**config.mk**
```make
export PLATFORM = sky130hd
export DESIGN_NAME = lsu_mem_stage
export DESIGN_NICKNAME = d
export VERILOG_FILES = /design/src/rtl/lsu_mem_stage.sv
export SDC_FILE = /design/constraint.sdc
export NUM_CORES = 1
export LEC_CHECK = 0
export CAP_MARGIN = 20
export CORE_ASPECT_RATIO = 1.25
export CORE_MARGIN = 2
export CORE_UTILIZATION = 25
export CTS_CLUSTER_SIZE = 24
export DETAILED_ROUTE_END_ITERATION = 16
export PLACE_DENSITY = 0.61
export SYNTH_ARGS = -nofsm -noshare
export SYNTH_HDL_FRONTEND = slang
export SYNTH_SLANG_ARGS = --single-unit
```
**constraint.sdc**
```tcl
create_clock -name clk -period 4.96 [get_ports clk]
set_clock_uncertainty 0.2 [all_clocks]
set_input_delay 0.744 -clock clk [delete_from_list [all_inputs] [get_ports clk]]
set_output_delay 0.744 -clock clk [all_outputs]
set_load 0.02 [all_outputs]
```
**src/rtl/lsu_mem_stage.sv**
```systemverilog
// lsu_mem_stage: RV32I memory stage; one load/store in flight on a req/ack bus.
// Ports: in_* op from execute, mem_* word bus, resp_*/err_* to writeback.
// Optional LSU_TIMEOUT_EN: bus timeout after WAIT_LIMIT request cycles (cause 2).
module lsu_mem_stage #(
  parameter int unsigned WAIT_LIMIT = 255
) (
  input  logic        clk,
  input  logic        rst,
  input  logic        in_valid,
  output logic        in_ready,
  input  logic [31:0] in_addr,
  input  logic [31:0] in_wdata,
  input  logic [2:0]  in_funct3,
  input  logic        in_store,
  input  logic [4:0]  in_rd,
  output logic        mem_req,
  output logic        mem_we,
  output logic [31:0] mem_addr,
  output logic [3:0]  mem_be,
  output logic [31:0] mem_wdata,
  input  logic        mem_ack,
  input  logic [31:0] mem_rdata,
  output logic        resp_valid,
  output logic        resp_we,
  output logic [4:0]  resp_rd,
  output logic [31:0] resp_data,
  output logic        err_valid,
  output logic [1:0]  err_cause,
  output logic [31:0] err_addr
);

  typedef enum logic [1:0] {IDLE, REQ, RESP} state_t;

  state_t      state;
  logic [2:0]  op_f3;
  logic [1:0]  op_lo;
  logic        op_store;

`ifdef LSU_TIMEOUT_EN
  localparam logic [15:0] LAST = 16'(WAIT_LIMIT - 1);
  logic [15:0] wait_cnt;
  logic [31:0] op_addr;
`endif

  logic        illegal;
  logic        misal;
  logic [3:0]  st_be;
  logic [31:0] st_wd;

  // Decode of the op being offered; only feeds registers.
  always_comb begin
    illegal = 1'b0;
    misal   = 1'b0;
    st_be   = 4'hF;
    st_wd   = in_wdata;
    if (in_store)
      illegal = in_funct3[2] | (in_funct3[1:0] == 2'd3);
    else
      illegal = (in_funct3[1:0] == 2'd3) | (in_funct3[2] & in_funct3[1]);
    unique case (in_funct3[1:0])
      2'd0: begin
        st_be = 4'b0001 << in_addr[1:0];
        st_wd = {4{in_wdata[7:0]}};
      end
      2'd1: begin
        misal = in_addr[0];
        st_be = in_addr[1] ? 4'b1100 : 4'b0011;
        st_wd = {2{in_wdata[15:0]}};
      end
      2'd2: misal = (in_addr[1:0] != 2'd0);
      default: ;
    endcase
  end

  logic [7:0]  lb;
  logic [15:0] lh;
  logic [31:0] ld_data;

  // Lane select and extension of the returned word.
  always_comb begin
    lb = mem_rdata[7:0];
    unique case (op_lo)
      2'd1:    lb = mem_rdata[15:8];
      2'd2:    lb = mem_rdata[23:16];
      2'd3:    lb = mem_rdata[31:24];
      default: lb = mem_rdata[7:0];
    endcase
    lh = op_lo[1] ? mem_rdata[31:16] : mem_rdata[15:0];
    unique case (op_f3)
      3'd0:    ld_data = {{24{lb[7]}}, lb};
      3'd1:    ld_data = {{16{lh[15]}}, lh};
      3'd4:    ld_data = {24'd0, lb};
      3'd5:    ld_data = {16'd0, lh};
      default: ld_data = mem_rdata;
    endcase
  end

  always_ff @(posedge clk) begin
    if (rst) begin
      state      <= IDLE;
      in_ready   <= 1'b1;
      mem_req    <= 1'b0;
      mem_we     <= 1'b0;
      mem_addr   <= '0;
      mem_be     <= '0;
      mem_wdata  <= '0;
      resp_valid <= 1'b0;
      resp_we    <= 1'b0;
      resp_rd    <= '0;
      resp_data  <= '0;
      err_valid  <= 1'b0;
      err_cause  <= '0;
      err_addr   <= '0;
      op_f3      <= '0;
      op_lo      <= '0;
      op_store   <= 1'b0;
`ifdef LSU_TIMEOUT_EN
      wait_cnt   <= '0;
      op_addr    <= '0;
`endif
    end else begin
      unique case (state)
        IDLE: begin
          if (in_valid) begin
            in_ready <= 1'b0;
            op_f3    <= in_funct3;
            op_lo    <= in_addr[1:0];
            op_store <= in_store;
            resp_rd  <= in_rd;
`ifdef LSU_TIMEOUT_EN
            op_addr  <= in_addr;
            wait_cnt <= '0;
`endif
            if (illegal || misal) begin
              state      <= RESP;
              resp_valid <= 1'b1;
              resp_we    <= 1'b0;
              resp_data  <= '0;
              err_valid  <= 1'b1;
              err_cause  <= illegal ? 2'd3 : (in_store ? 2'd1 : 2'd0);
              err_addr   <= in_addr;
            end else begin
              state     <= REQ;
              mem_req   <= 1'b1;
              mem_we    <= in_store;
              mem_addr  <= {in_addr[31:2], 2'b00};
              mem_be    <= in_store ? st_be : 4'hF;
              mem_wdata <= in_store ? st_wd : '0;
            end
          end
        end
        REQ: begin
          if (mem_ack) begin
            state      <= RESP;
            mem_req    <= 1'b0;
            mem_we     <= 1'b0;
            resp_valid <= 1'b1;
            resp_we    <= !op_store && (resp_rd != 5'd0);
            resp_data  <= op_store ? '0 : ld_data;
            err_valid  <= 1'b0;
          end
`ifdef LSU_TIMEOUT_EN
          else if (wait_cnt == LAST) begin
            state      <= RESP;
            mem_req    <= 1'b0;
            mem_we     <= 1'b0;
            resp_valid <= 1'b1;
            resp_we    <= 1'b0;
            resp_data  <= '0;
            err_valid  <= 1'b1;
            err_cause  <= 2'd2;
            err_addr   <= op_addr;
          end else begin
            wait_cnt <= wait_cnt + 16'd1;
          end
`endif
        end
        RESP: begin
          state      <= IDLE;
          resp_valid <= 1'b0;
          resp_we    <= 1'b0;
          err_valid  <= 1'b0;
          in_ready   <= 1'b1;
        end
        default: state <= IDLE;
      endcase
    end
  end

endmodule

```
==> out/metrics.yaml <==
status:
  status: "complete, no violations"
logic_synthesis:
  yosysSeqAreaShare_pct: 45.7
  ys_top_cells_by_count: "151 x dfxtp_1, 114 x a21oi_1, 93 x nand2_1, 86 x o21ai_0, 59 x clkbuf_1"
  yosys.area.top_type_share_pct: 45.7
  synth.most_common_cell: "dfxtp_1"
  yosysWarningCount: 0
  syn_area_per_cell_sq_um: 8.46
  synthFlopType: "dfxtp_1"
  synth_cell_type_count: 54
  synth_edf_count: 0
  synth_cells: 781
  ys_top_cells_by_area: "dfxtp_1 46%, a21oi_1 8.6%, o21ai_0 6.5%, nand2_1 5.3%, clkbuf_1 3.4%"
  yosysTopAreaCell: "dfxtp_1"
  synth.cell_area_sq_um: 6610
  synth-seq-cells: 151
  async_reset_ff_share_pct: 0
routing:
  drtPass1Iterations: 8
  drt_iter0_markers: 375
  routed-wl-met3_um: 1230
  drtAntennaViolNets: 0
  drc_errors: 0
  wl_met1_um: 10000
  highest_layer: "met4"
  dr_wl_met2_um: 11800
  wl_per_cell_um: 17.5
  wl_um: 23500
  vias: 6632
  viasPerCell: 4.93
pwr:
  p_int_mw: 2.51
  vdd_drop_max_mv: 0.210
  power.share.clock_pct: 41.6
  p_comb_share_pct: 20.5
  p_total_mw: 3.50
  total_leakage_power_nw: 3.47
  swShare_pct: 28.2
  p_switching_mw: 0.985
  p_seq_share_pct: 37.9
  power.density_nw_per_um2: 349
placement:
  gp_congestion: 0.788
  placed_area_sq_um: 9370
  io_buffers: 251
  hpwl_um: 16300
global_routing:
  grt_usage_pct: 16.5
  antenna_found_initial: 2
  grt_pass1_vias: 6242
  grt_max_degree: 81
  grt_pass1_wl_um: 36000
  grt_overflow: 0
sta:
  max_freq_mhz: 255
  final_hold_viol_count: 0
  min_period_over_period_pct: 79.0
  period_needed_ns: 3.92
  fin_setup_tns_ns: 0
  tightest_slew_ns: 0.907
  rsz0062_at_grt: "no"
  maxSlewHeadroom_pct: 39.5
  setup_viol: 0
  drv_slew: 0
floorplanning:
  dieArea_sq_um: 27800
  die_w_um: 149
  row_count: 66
  core_area_sq_um: 26000
  start_util_pct: 25.4
  die_h_um: 186
  boundaryPins: 254
cts:
  cts_root_buf: "clkbuf_16"
  numCtsBuffers: 17
  clockBufferDepth: 2
  cts_tree: "done"
  post_cts_buffers: 0
  cts_hold_buf: 0
  clock_sinks: 151
  clk_latency_ns: 0.41
  htreeDepth: 4
  ctsResizeCount: 0
  path_clk_slew_ns: 0.06
critical_path:
  worstSetupStartpoint: "in_funct3[1]"
  start_kind: "input port"
  reg2reg_depth: 7
  required_ns: 5.09
  crit_path_top_delay_cell: "or4_4"
  arrival_ns: 4.05
  r2r_start: "state[1]$_SDFFE_PP0P_"
  cp_cell_sequence: "clkdlybuf4s50_1 -> inv_1 -> ha_1 -> buf_4 -> o211a_1 -> or4_4 -> or4_1 -> a31oi_1"
  crit_fanout: 66
  end_kind: "flop"
  path_class: "input port to flop"
  critPathMaxStageDelay_ns: 0.85
layout:
  n_fill_cell: 2674
  syn2layout_area_growth_pct: 51.7
  fin_nets: 1105
  layout-drive-gt1-share_pct: 6.39
  final_cell_area_sq_um: 10000
worst_hold_path:
  hp-start: "err_addr[19]$_SDFFE_PP0P_"
  whs_path_depth: 2
  holdCritPathClass: "flop to flop"
run:
  cap_violations: 0
==> cells by family (layout without fill, tap and decap cells) <==
kind of cell	after synthesis	after routing	share of synthesized area, %
compound gates	304	304	28.6
simple gates	207	207	15.7
flops	151	151	45.7
buf+inv	94	314	5.68
mux	17	17	2.92
fa+ha+maj	7	7	1.32
other cells	1	4	0.0567
==> critical path, delay by kind of cell <==
kind | cells | cell delay (ns)
AO/OA/AOI/OAI | 2 | 0.49
buffers and inverters | 3 | 1.11
adder cells (fa/ha/maj) | 1 | 0.21
AND/OR/NAND/NOR | 2 | 1.45
==> final cells by class <==
class / count / area, sq um / share of cell area (%)
diodes: 2 / 5.00 / 0.0499
clock buffers: 21 / 460 / 4.59
clock inverters: 11 / 194 / 1.93
inverters: 15 / 56.3 / 0.562
multi-input cells: 537 / 3230 / 32.2
flip-flops and latches: 151 / 3020 / 30.1
well taps: 340 / 425 / 4.24
repair buffers: 267 / 2630 / 26.2
==> flip-flops by register name, indices dropped and copies added, names as in the netlist <==
signal      count
mem_wdata      32
resp_rd         5
resp_data      32
mem_be          4
err_addr       32
state           2
mem_req         1
op_lo           2
err_cause       2
mem_addr       30
in_ready        1
mem_we          1
err_valid       1
op_store        1
op_f3           3
resp_we         1
resp_valid      1
==> per-stage QoR <==
stage	std cells	setup slack, ns	util [%]	hold slack, ns
floorplan	782	1.80	-	0.237
global placement	1310	0.623	36.0	0.243
detailed placement	1310	0.612	36.0	0.246
CTS	1342	1.06	38.5	0.255
global route	1344	0.887	38.5	0.276
finish	1344	1.04	38.5	0.255
==> cell usage in the layout (no fill, tap or decap), types with 3 or more instances in the layout <==
| cell | count |
|---|---|
| clkdlybuf4s50_1 | 250 |
| dfxtp_1 | 151 |
| a21oi_1 | 114 |
| nand2_1 | 92 |
| o21ai_0 | 86 |
| nand3_1 | 34 |
| a22o_1 | 24 |
| nand2b_1 | 23 |
| o2111ai_1 | 17 |
| clkbuf_16 | 17 |
| buf_4 | 17 |
| inv_1 | 15 |
| nand4_1 | 15 |
| a22oi_1 | 9 |
| a221oi_1 | 9 |
| nor2b_1 | 8 |
| mux2i_1 | 8 |
| a21boi_0 | 8 |
| mux2_2 | 8 |
| o2bb2ai_1 | 8 |
| a222oi_1 | 7 |
| nand3b_1 | 7 |
| ha_1 | 7 |
| nor2_1 | 5 |
| bufinv_16 | 5 |
| and3_1 | 4 |
| a211oi_1 | 4 |
| o211ai_1 | 3 |
| or3_1 | 3 |
==> worst paths after layout <==
path | end | slack, ns
setup / recovery | mem_wdata[22]$_SDFFE_PP0P_ | 1.04
hold / removal | err_addr[19]$_SDFFE_PP0P_ | 0.26
setup reg to reg | err_addr[0]$_SDFFE_PP0P_ | 2.03
hold reg to reg | err_addr[19]$_SDFFE_PP0P_ | 0.26
==> power by group through the flow <==
| stage | clock network, mW | registers (mW) | logic (mW) |
|---|---|---|---|
| 2_1_floorplan | 0 | 1.42 | 0.321 |
| 3_3_place_gp | 0 | 1.35 | 0.718 |
| 3_5_place_dp | 0 | 1.35 | 0.718 |
| 4_1_cts | 1.49 | 1.33 | 0.720 |
| 5_1_grt | 1.54 | 1.34 | 0.776 |
| 6_report | 1.45 | 1.33 | 0.715 |
==> layer usage <==
layer / up-vias / GRT usage, %
li1: 3260 / -
met1: 3167 / 20.6
met2: 183 / 27.9
met3: 22 / 3.73
met4: 0 / 5.26
met5: - / 0
No activity file was read; power rests on OpenSTA's default activity.
